**src/rtl/regfile_sched_pkg.sv**
```systemverilog
// Shared types and constants for the register-file port scheduler.
// The scheduler state encoding and the MIPS $0 index live here.
package regfile_sched_pkg;

  localparam int DEFAULT_DATA_W = 32;
  localparam int DEFAULT_ADDR_W = 5;

  localparam logic [4:0] ZERO_REG = 5'd0;

  typedef enum logic [2:0] {
    IDLE,
    WR,
    RD_A,
    RD_B,
    RESP
  } state_t;

endpackage

```
**src/rtl/regfile_port_scheduler.sv**
```systemverilog
// Serialises one write-back write and two decode reads onto a single-port
// register file, enforcing write-before-read ordering and $0 semantics.
module regfile_port_scheduler
  import regfile_sched_pkg::*;
#(
  parameter int DATA_W = DEFAULT_DATA_W,
  parameter int ADDR_W = DEFAULT_ADDR_W
) (
  input  logic              clk,
  input  logic              rst,
  input  logic              wb_req,
  input  logic [ADDR_W-1:0] wb_addr,
  input  logic [DATA_W-1:0] wb_data,
  output logic              wb_ack,
  input  logic              id_req,
  input  logic [ADDR_W-1:0] id_rs,
  input  logic [ADDR_W-1:0] id_rt,
  output logic              id_ack,
  output logic [DATA_W-1:0] id_rdata_a,
  output logic [DATA_W-1:0] id_rdata_b,
  output logic              busy,
  output logic [ADDR_W-1:0] rf_addr,
  output logic [DATA_W-1:0] rf_wdata,
  output logic              rf_write_mode,
  output logic              rf_read_mode,
  output logic              rf_chip_select,
  input  logic [DATA_W-1:0] rf_rdata
);

  localparam logic [ADDR_W-1:0] ZERO_IDX = ADDR_W'(ZERO_REG);

  state_t            state, state_nx;
  logic [ADDR_W-1:0] wb_addr_q, rs_q, rt_q;
  logic [DATA_W-1:0] wb_data_q;
  logic              cap_wb, cap_id;

  // NOTE: every signal driven here gets a default first, so no path leaves
  // a value unassigned and no latch is inferred.
  always_comb begin
    state_nx       = state;
    cap_wb         = 1'b0;
    cap_id         = 1'b0;
    wb_ack         = 1'b0;
    id_ack         = 1'b0;
    rf_addr        = '0;
    rf_wdata       = '0;
    rf_write_mode  = 1'b0;
    rf_read_mode   = 1'b0;
    rf_chip_select = 1'b0;

    unique case (state)
      IDLE: begin
        if (wb_req) begin
          state_nx = WR;
          cap_wb   = 1'b1;
        end else if (id_req) begin
          state_nx = RD_A;
          cap_id   = 1'b1;
        end
      end
      WR: begin
        rf_addr        = wb_addr_q;
        rf_wdata       = wb_data_q;
        rf_write_mode  = 1'b1;
        rf_chip_select = (wb_addr_q != ZERO_IDX);
        wb_ack         = 1'b1;
        // A pending read goes next, so the writer cannot starve the reader.
        if (id_req) begin
          state_nx = RD_A;
          cap_id   = 1'b1;
        end else begin
          state_nx = IDLE;
        end
      end
      RD_A: begin
        rf_addr        = rs_q;
        rf_read_mode   = 1'b1;
        rf_chip_select = (rs_q != ZERO_IDX);
        state_nx       = RD_B;
      end
      RD_B: begin
        rf_addr        = rt_q;
        rf_read_mode   = 1'b1;
        rf_chip_select = (rt_q != ZERO_IDX);
        state_nx       = RESP;
      end
      RESP: begin
        id_ack = 1'b1;
        if (wb_req) begin
          state_nx = WR;
          cap_wb   = 1'b1;
        end else begin
          state_nx = IDLE;
        end
      end
      default: state_nx = IDLE;
    endcase
  end

  assign busy = (state != IDLE);

  // NOTE: sequential state uses non-blocking assignments only, so every
  // register samples pre-edge values regardless of statement order.
  always_ff @(posedge clk or posedge rst) begin
    if (rst) begin
      state      <= IDLE;
      wb_addr_q  <= '0;
      wb_data_q  <= '0;
      rs_q       <= '0;
      rt_q       <= '0;
      id_rdata_a <= '0;
      id_rdata_b <= '0;
    end else begin
      state <= state_nx;
      if (cap_wb) begin
        wb_addr_q <= wb_addr;
        wb_data_q <= wb_data;
      end
      if (cap_id) begin
        rs_q <= id_rs;
        rt_q <= id_rt;
      end
      // rf_rdata is only trusted in read states; $0 never looks at it.
      if (state == RD_A) id_rdata_a <= (rs_q == ZERO_IDX) ? '0 : rf_rdata;
      if (state == RD_B) id_rdata_b <= (rt_q == ZERO_IDX) ? '0 : rf_rdata;
    end
  end

endmodule

```
**config.mk**
```make
export PLATFORM = sky130hd
export DESIGN_NAME = regfile_port_scheduler
export DESIGN_NICKNAME = d
export VERILOG_FILES = /design/src/rtl/regfile_sched_pkg.sv /design/src/rtl/regfile_port_scheduler.sv
export SDC_FILE = /design/constraint.sdc
export NUM_CORES = 1
export LEC_CHECK = 0
export CORE_MARGIN = 2
export CORE_UTILIZATION = 40
export CTS_BUF_LIST = sky130_fd_sc_hd__clkbuf_16
export CTS_CLUSTER_DIAMETER = 200
export DETAILED_ROUTE_END_ITERATION = 8
export GPL_ROUTABILITY_DRIVEN = 1
export MAX_ROUTING_LAYER = met4
export PLACE_DENSITY = 0.78
export SLEW_MARGIN = 30
export SYNTH_ARGS = -nofsm -noshare
export SYNTH_HDL_FRONTEND = slang
export SYNTH_SLANG_ARGS = --single-unit
```
**constraint.sdc**
```tcl
create_clock -name clk -period 4.1 [get_ports clk]
set_input_delay 0.82 -clock clk [delete_from_list [all_inputs] [get_ports clk]]
set_output_delay 0.82 -clock clk [all_outputs]
set_load 0.01 [all_outputs]
```
==> reports/results.ini, run 1 <==
[run_status]
outcome=finished clean

[cts]
hold_buffers=0
cts.clk_slew.worst_paths_ns=0.05
cts_tree=built
clock_latency_ns=0.41
cts_root_buf=clkbuf_16
cts_buffers=17
h-tree-depth=4
clock_sinks=114
post-cts-setup-buffers=0
clockBufferDepth=2
post_cts_resized=0

[grt]
grt_max_degree=70
globalRoute.totalOverflow=0
track_usage_pct=21.6
grt_pass1_vias=4159
antenna_found_initial=0
grt_pass1_wl_mm=21.3

[synthesis]
ys_types=36
seq_area_frac_synth_pct=56.7
synth.area.top_cells=dfrtp_1 (57%), nand2_1 (9.6%), mux2_2 (6.3%), mux2_4 (5.7%), and3_1 (4.0%)
yosysWarnings=0
avgSynthCellArea_um2=10.9
synth.top_cell.area_share_pct=56.7
synth_largest_area_cell=dfrtp_1
synthCells=462
syn_area_um2=5030
synth_seq_cells=114
syn_nets=545

[placed_design]
place_hpwl_mm=9.21
gp_congestion=0.797
pre_cts_ws_ns=1.22
dp.cells=791
port_buffers=189

[setup_path]
reg2reg_depth=4
cp_slowest_cell=dfrtp_1
worst_ep_required_time_ns=3.28
rrSetupSlack_ns=1.74
critPathLaunchType=register
criticalPathCategory=register to output pin
crit_path_end_kind=output pin
cp.arrival_ns=2.49
crit_fanout=26
path_cells=buf_4 > nand2b_1 > o32ai_2 > clkdlybuf4s50_1
crit_path_max_incr_delay_ns=0.86

[route]
ant_nets=0
drtIter0Drc=315
vias=4096
drt-total-wl_mm=13.4
routedWlPerCell_um=16.4
via_per_inst=5.00
drc_errors=0
drt_pass1_iterations=4

[die]
num_rows=40
design.core.area_um2=12200
io_pins=190
die-area_um2=13500
start_util_pct=41.3
fp.dieW_um=116
die_h_um=116

[flow_run]
cap_viol_max_count=0

[timing]
tightest_slew_ns=0.798
timing.final.crit_share_pct=80.7
max_freq_mhz=302
slew_headroom_pct=46.8
period_needed_ns=3.31
finalSetupViolCount=0
rsz0062_at_grt=false
hold_viol_final=0
fin_ws_ns=0.790
fin_skew_ns=0.00587
finalMaxSlewViolations=0
tns_ns=0

[cells_and_area]
drive_gt1_share_pct=13.7
layout.cells.non_filler=820
diodes=0
nets=725
area_growth_syn_to_layout_pct=48.7
fill_cells=942
finish.utilization_pct=61.5

[power]
power_density_nw_per_um2=826
p_int_mw=4.03
power_frac_comb_pct=45.1
p_total_mw=6.18
peakVddDrop_v=0.000380
pwr-share-seq_pct=34.2
leakagePower_nw=3.29
p_clk_share_pct=20.6
swShare_pct=34.7
switching_power_mw=2.14

[min_path]
hold_path_class=register to register
holdPathStages=2

==> cell families (layout without fill, tap and decap cells) <==
group,Yosys count,after routing,synth area share (%)
DFF,114,114,56.7
and+or+nand+nor,187,187,17.8
AOI/OAI and AO/OA,72,72,7.69
buffers and inverters,37,227,4.70
muxes,52,52,13.1
==> cell usage after synthesis, drive strengths merged <==
cell type,n
and3,32
a22oi,5
o32ai,1
nand3,1
nor2b,2
and2,3
or3,2
nand3b,1
nor3b,1
a21oi,1
nor2,8
o21ai,64
inv,2
or4,2
mux2,52
nand2,128
buf,21
or3b,1
nor3,2
nand2b,3
clkbuf,14
dfrtp,114
a211oi,1
nor4b,1
==> layout make-up <==
type                    count  area [µm²]  share of cell area, %
repair buffers            196        1950                   26.1
clock buffers              17         425                   5.69
well taps                 168         210                   2.81
clock inverters            12        80.1                   1.07
flip-flops and latches    114        2850                   38.1
inverters                   2        12.5                  0.167
multi-input cells         311        1950                   26.0
==> power by group through the flow <==
stage                     Clock [mW]  Combinational [mW]  Sequential [mW]
after floorplan                    0                1.49             2.11
after global placement             0                2.75             2.10
after detailed placement           0                2.82             2.12
after CTS                       1.30                2.83             2.11
after global routing            1.36                3.05             2.19
final                           1.27                2.79             2.11
==> cell usage in the layout, fill, tap and decap left out, drive strengths merged, types with 5 or more instances in the layout <==
cell / count
a22oi: 5
nor2: 8
dfrtp: 114
mux2: 52
clkinv: 7
and3: 32
buf: 7
inv: 5
nand2: 128
clkbuf: 17
clkdlybuf4s50: 189
o21ai: 64
==> stage by stage <==
stage	hold slack (ns)	instance area (µm²)
2_1_floorplan	0.473	5030
4_1_cts	0.480	7480
6_report	0.476	7480
5_1_grt	0.501	7480
3_3_place_gp	0.463	6960
3_5_place_dp	0.470	6970
==> critical path, delay by kind of cell (launching register included) <==
kind / cells / cell delay [ns]
AOI/OAI and AO/OA: 1 / 0.19
DFF: 1 / 0.86
and+or+nand+nor: 1 / 0.09
buffers and inverters: 2 / 0.94
==> state kept, by name, summed over array words and instances, names as in the netlist <==
register	cells
id_rdata_b	32
wb_data_q	32
wb_addr_q	5
rs_q	5
id_rdata_a	32
state	3
rt_q	5
==> worst paths after layout <==
kind / startpoint / to
setup / recovery: state[0]$_DFFE_PP0P_ / rf_chip_select
max in group asynchronous: rst / id_rdata_a[11]$_DFFE_PP0N_
hold reg to reg: id_rdata_b[7]$_DFFE_PP0N_ / id_rdata_b[7]$_DFFE_PP0N_
min in group asynchronous: rst / wb_data_q[2]$_DFFE_PP0P_
hold / removal: id_rdata_b[7]$_DFFE_PP0N_ / id_rdata_b[7]$_DFFE_PP0N_
setup reg to reg: state[0]$_DFFE_PP0P_ / id_rdata_b[5]$_DFFE_PP0N_
==> per-layer routing <==
layer | up-vias | GRT usage, % | routed length, µm
li1 | 1914 | - | -
met1 | 1974 | 25.5 | 5640
met2 | 185 | 33.9 | 6370
met3 | 23 | 7.47 | 1170
met4 | 0 | 9.05 | 238
met5 | - | - | 0
(Power assumes the default switching activity.)
==> run 2: changes to the inputs <==
--- a/config.mk
+++ b/config.mk
@@ -6,13 +6,13 @@
 export NUM_CORES = 1
 export LEC_CHECK = 0
 export CORE_MARGIN = 2
-export CORE_UTILIZATION = 40
+export CORE_UTILIZATION = 44
 export CTS_BUF_LIST = sky130_fd_sc_hd__clkbuf_16
 export CTS_CLUSTER_DIAMETER = 200
 export DETAILED_ROUTE_END_ITERATION = 8
 export GPL_ROUTABILITY_DRIVEN = 1
 export MAX_ROUTING_LAYER = met4
-export PLACE_DENSITY = 0.78
+export PLACE_DENSITY = 0.81
 export SLEW_MARGIN = 30
 export SYNTH_ARGS = -nofsm -noshare
 export SYNTH_HDL_FRONTEND = slang
==> constraint.sdc (replaced) <==
create_clock -name clk -period 3.32 [get_ports clk]
set_input_delay 0.664 -clock clk [delete_from_list [all_inputs] [get_ports clk]]
set_output_delay 0.664 -clock clk [all_outputs]
set_load 0.01 [all_outputs]
==> run 2 against run 1 <==
Effect of this change: sequential power is 23% higher; first-iteration DRC count decreased by 44%; sequential cell count did not move; clock skew up 0.0041 ns; register-to-register slack worse by 0.81 ns; cell count fell by 2.6%; worst hold slack is essentially flat; count of clock-buffer cells in the layout stayed put; largest cell class unchanged; highest routed layer unchanged.
==> reports/results.ini, run 2 (synthesized netlist as in run 1, its figures left out) <==
[die]
fp.dieW_um=111  ; -4.5%
num_rows=39  ; -2.5%
io_pins=190  ; unchanged
die_h_um=111  ; -4.5%
die-area_um2=12300  ; -8.8%
start_util_pct=44.6  ; +3.3 points
design.core.area_um2=11300  ; -7.3%

[route]
routedWlPerCell_um=17.0  ; +4.0%
drtIter0Drc=176  ; -44%
vias=4114  ; +0.44%
drt_pass1_iterations=6  ; +2
drc_errors=0  ; unchanged
via_per_inst=5.15  ; +3.1%
ant_nets=0  ; unchanged
drt-total-wl_mm=13.6  ; +1.3%

[cells_and_area]
finish.utilization_pct=66.8  ; +5.3 points
layout_common_cells=clkdlybuf4s50_1 (189), nand2_1 (128), dfrtp_1 (114), o21ai_1 (39), and3_1 (32)
largestRegisters=id_rdata_a: 32 flops, id_rdata_b: 32 flops, wb_data_q: 32 flops
layout.cells.non_filler=799  ; -2.6%
diodes=0  ; unchanged
drive_gt1_share_pct=14.3  ; +0.68 points
final_common_cell=clkdlybuf4s50_1
nets=726  ; +0.14%
area_growth_syn_to_layout_pct=49.8

[timing]
period_needed_ns=3.10
timing.final.crit_share_pct=93.3
slew_headroom_pct=57.1  ; +10 points
finalSetupViolCount=0  ; unchanged
max_freq_mhz=323
tns_ns=0  ; unchanged
rsz0062_at_grt=false
finalMaxSlewViolations=0  ; unchanged
fin_skew_ns=0.00998  ; +0.00411 ns
hold_viol_final=0  ; unchanged
tightest_slew_ns=0.642  ; -0.157 ns

[placed_design]
dp.cells=767  ; -3.0%
place_hpwl_mm=9.15  ; -0.68%
gp_congestion=0.813  ; +2.0%
port_buffers=189  ; unchanged

[setup_path]
criticalPathCategory=register to output pin
crit_path_end_kind=output pin
cp.arrival_ns=2.43  ; -0.06 ns
crit_fanout=34  ; +31%
critPathLaunchType=register
worst_ep_required_time_ns=2.66  ; -0.62 ns

[run_status]
outcome=finished clean

[power]
peakVddDrop_v=0.000618  ; +63%
leakagePower_nw=3.33  ; +1.1%
switching_power_mw=2.70  ; +26%
p_int_mw=5.15  ; +28%
power_density_nw_per_um2=1040  ; +26%
swShare_pct=34.4  ; -0.30 points
p_total_mw=7.85  ; +27%
pwr-share-seq_pct=33.1  ; -1.1 points
p_clk_share_pct=22.6  ; +2.0 points
power_frac_comb_pct=44.4  ; -0.7 points

[grt]
globalRoute.totalOverflow=0  ; unchanged
grt.busiest_layer=met2
grt_pass1_wl_mm=22.3  ; +4.3%
track_usage_pct=23.5  ; +1.9 points
grt_use_met1_pct=29.3  ; +3.9 points
grt_max_degree=52  ; -26%
grt_use_met3_pct=7.00  ; -0.47 points
grt_pass1_vias=4369  ; +5.0%
antenna_found_initial=0  ; unchanged
grt.met2_usage_pct=37.1  ; +3.2 points

[cts]
post_cts_resized=0  ; unchanged
post-cts-setup-buffers=0  ; unchanged
h-tree-depth=4  ; unchanged
cts.clk_slew.worst_paths_ns=0.05  ; about the same
cts_buffers=17  ; unchanged
cts_tree=built
hold_buffers=0  ; unchanged
clockBufferDepth=2  ; unchanged
clock_latency_ns=0.41  ; about the same
cts_root_buf=clkbuf_16
clock_sinks=114  ; unchanged

[flow_run]
cap_viol_max_count=0  ; unchanged

[min_path]
hold_path_class=register to register

==> run 2: cell types whose count changed in the layout (fill, tap and decap cells not counted), sizes merged <==
cell      delta
bufinv       +2
clkinv       +2
inv          -2
buf          +1
clkinvlp     +1
==> run 2: power groups by stage <==
stage	clock network (mW)	logic, mW	registers [mW]
floorplan	0	1.84	2.61
CTS	1.80	3.53	2.60
detailed placement	0	3.50	2.60
finish	1.77	3.48	2.60
global route	1.88	3.78	2.68
global placement	0	3.39	2.58
==> run 2: cell type report <==
type                    count  area, µm²
inverters                   2       11.3
repair buffers            197       1970
clock buffers              17        425
well taps                 143        179
clock inverters            15        150
multi-input cells         311       1950
flip-flops and latches    114       2850
fillers                   859       3740
==> run 2: stage by stage <==
stage	hold slack [ns]	instance area (µm²)	setup WS, ns
floorplan	0.473	5030	1.27
global placement	0.461	6950	0.738
detailed placement	0.470	6960	0.705
CTS	0.482	7530	0.248
global route	0.498	7530	0.0748
finish	0.476	7530	0.223
==> run 2: worst paths after layout <==
check / start / endpoint / slack (ns) / depth (start not counted)
setup / recovery: state[1]$_DFFE_PP0P_ / rf_wdata[9] / 0.22 / 3
hold / removal: id_rdata_b[15]$_DFFE_PP0N_ / id_rdata_b[15]$_DFFE_PP0N_ / 0.48 / 2
setup reg to reg: state[0]$_DFFE_PP0P_ / id_rdata_b[3]$_DFFE_PP0N_ / 0.93 / 5
hold reg to reg: id_rdata_b[15]$_DFFE_PP0N_ / id_rdata_b[15]$_DFFE_PP0N_ / 0.48 / 2
max in group asynchronous: rst / id_rdata_b[7]$_DFFE_PP0N_ / 1.97 / 3
min in group asynchronous: rst / wb_addr_q[3]$_DFFE_PP0P_ / 0.64 / 2
==> run 2: layer usage <==
layer  share of wire, %  routed length (µm)  vias up
met5                  0                   0        -
met4                1.2                 169        0
met3                6.7                 914       13
met2                 49                6600      164
met1                 43                5900     2020
li1                   -                   -     1917
==> run 2: worst max-delay path, stage by stage, from the launching register on <==
cell and delay, ns:
dfrtp_1 0.60, nor2_4 0.62, and3_1 0.26, clkdlybuf4s50_1 0.55
==> run 3: changes to the inputs <==
==> constraint.sdc (replaced) <==
create_clock -name clk -period 3.31 [get_ports clk]
set_input_delay 0.662 -clock clk [delete_from_list [all_inputs] [get_ports clk]]
set_output_delay 0.662 -clock clk [all_outputs]
set_load 0.01 [all_outputs]
==> run 3 against run 2 <==
Effect of this change: design area down 0.78%; die area unchanged; worst hold slack about the same; count of clock-buffer cells in the layout unchanged; register-to-register slack worse by 0.03 ns; sequential cell count unchanged; critical path type unchanged; critical endpoint is now rf_wdata[18]; highest routed layer unchanged.
==> reports/results.ini, run 3 (synthesized netlist as in run 1, its figures left out) <==
[placed_design]
gp_congestion=0.813  ; about the same
dp.cells=765  ; -0.26%
dpl_cell_area_um2=6940  ; -0.22%
port_buffers=189  ; unchanged
place_hpwl_mm=9.00  ; -1.6%

[cells_and_area]
largestRegisters=id_rdata_a: 32 flops, id_rdata_b: 32 flops, wb_data_q: 32 flops
drive_gt1_share_pct=13.5  ; -0.83 points
fin_area_um2=7470  ; -0.78%
final_common_cell=clkdlybuf4s50_1
layout.cells.non_filler=795  ; -0.50%
area_growth_syn_to_layout_pct=48.6
layout_common_cells=clkdlybuf4s50_1 (189), nand2_1 (128), dfrtp_1 (114), o21ai_1 (39), and3_1 (32)
nets=724  ; -0.28%
diodes=0  ; unchanged

[timing]
max_freq_mhz=323
hold_viol_final=0  ; unchanged
period_needed_ns=3.09
tightest_slew_ns=0.658  ; +0.0168 ns
slew_headroom_pct=56.0  ; -1.2 points
finalMaxSlewViolations=0  ; unchanged
timing.final.crit_share_pct=93.5
finalSetupViolCount=0  ; unchanged
rsz0062_at_grt=false
tns_ns=0  ; unchanged
fin_skew_ns=0.0102  ; +0.000269 ns

[power]
peakVddDrop_v=0.000487  ; -21%
leakagePower_nw=3.31  ; -0.64%
power_density_nw_per_um2=1040  ; -0.35%

[setup_path]
criticalPathCategory=register to output pin
path_cells=nor2_4 > and3_1 > clkdlybuf4s50_1
crit_path_end_kind=output pin
crit_path_max_incr_delay_ns=0.62  ; about the same
timing.rr.start=state[0]$_DFFE_PP0P_
r2r_end=id_rdata_b[1]$_DFFE_PP0N_
rrSetupSlack_ns=0.90  ; -0.03 ns
crit_fanout=34  ; unchanged
reg2reg_depth=5  ; unchanged
cp.arrival_ns=2.43  ; about the same
cp_slowest_cell=nor2_4
critPathLaunchType=register
worst_ep_required_time_ns=2.65  ; about the same

[cts]
cts_buffers=17  ; unchanged
post-cts-setup-buffers=0  ; unchanged
post_cts_resized=0  ; unchanged
cts_tree=built
clock_sinks=114  ; unchanged
cts.clk_slew.worst_paths_ns=0.05  ; about the same
clock_latency_ns=0.40  ; about the same
clockBufferDepth=2  ; unchanged
h-tree-depth=4  ; unchanged
hold_buffers=0  ; unchanged
cts_root_buf=clkbuf_16

[die]
design.core.area_um2=11300  ; unchanged
start_util_pct=44.6  ; unchanged
io_pins=190  ; unchanged
die-area_um2=12300  ; unchanged
fp.dieW_um=111  ; unchanged
num_rows=39  ; unchanged
die_h_um=111  ; unchanged

[min_path]
holdPathStages=2  ; unchanged
min_from=id_rdata_b[15]$_DFFE_PP0N_
whs_endpoint=id_rdata_b[15]$_DFFE_PP0N_
hold_path_class=register to register

[route]
via_per_inst=5.16  ; +0.23%
drtIter0Drc=280  ; +59%
ant_nets=0  ; unchanged
drt-total-wl_mm=13.5  ; -0.33%
drc_errors=0  ; unchanged
drt_pass1_iterations=5  ; -1
vias=4103  ; -0.27%
routedWlPerCell_um=17.0  ; +0.17%

[grt]
track_usage_pct=23.5  ; -0.024 points
grt_max_degree=115  ; +120%
grt_pass1_vias=4269  ; -2.3%
grt_pass1_wl_mm=22.3  ; about the same
globalRoute.totalOverflow=0  ; unchanged
antenna_found_initial=0  ; unchanged

[run_status]
outcome=finished clean

[flow_run]
cap_viol_max_count=0  ; unchanged

## run 3: cell types whose count changed in the layout (fill, tap and decap cells not counted), sizes merged
cell      before  now
buf            8    6
bufinv         3    2
clkinv         9    7
clkinvlp       2    1
inv            3    5
## run 3: worst max-delay path, delay by kind of cell (launching register included)
family,cells,cell delay (ns)
AND/OR/NAND/NOR,2,0.86
flip-flops,1,0.60
buffers and inverters,1,0.55
## run 3: metal layers
metal | global-route usage, % | vias up | wire [µm]
li1 | - | 1915 | -
met1 | 29.9 | 1981 | 5760
met2 | 37.3 | 196 | 6740
met3 | 6.01 | 11 | 873
met4 | 7.25 | 0 | 166
met5 | - | - | 0
## run 3: how the worst max path moves through the flow
stage                         startpoint                   endpoint  slack, ns
global placement    state[1]$_DFFE_PP0P_             rf_chip_select       0.73
finish              state[1]$_DFFE_PP0P_               rf_wdata[18]       0.22
global route        state[1]$_DFFE_PP0P_                 rf_addr[4]       0.07
floorplan                            rst  id_rdata_a[0]$_DFFE_PP0N_       1.26
CTS                 state[1]$_DFFE_PP0P_                rf_wdata[6]       0.20
detailed placement  state[1]$_DFFE_PP0P_                rf_wdata[6]       0.65
## run 3: final cells by class
type	count	area, µm²
Clock inverter	13	106
Sequential cell	114	2850
Multi-Input combinational cell	311	1950
Inverter	2	11.3
Tap cell	143	179
Fill cell	886	3800
Timing Repair Buffer	195	1950
Clock buffer	17	425
## run 3: power by group
part           internal (mW)  total, mW  switching [mW]
sequential              2.10       2.62           0.513
combinational           1.90       3.48            1.58
clock                   1.07       1.66           0.590
## run 3: stage by stage
stage	setup slack [ns]	util, %	total power, mW	hold slack [ns]
floorplan	1.26	-	4.46	0.473
global placement	0.732	61.5	5.98	0.461
detailed placement	0.647	61.6	6.12	0.472
CTS	0.195	66.3	7.84	0.483
global route	0.0670	66.3	8.26	0.501
finish	0.217	66.3	7.76	0.476
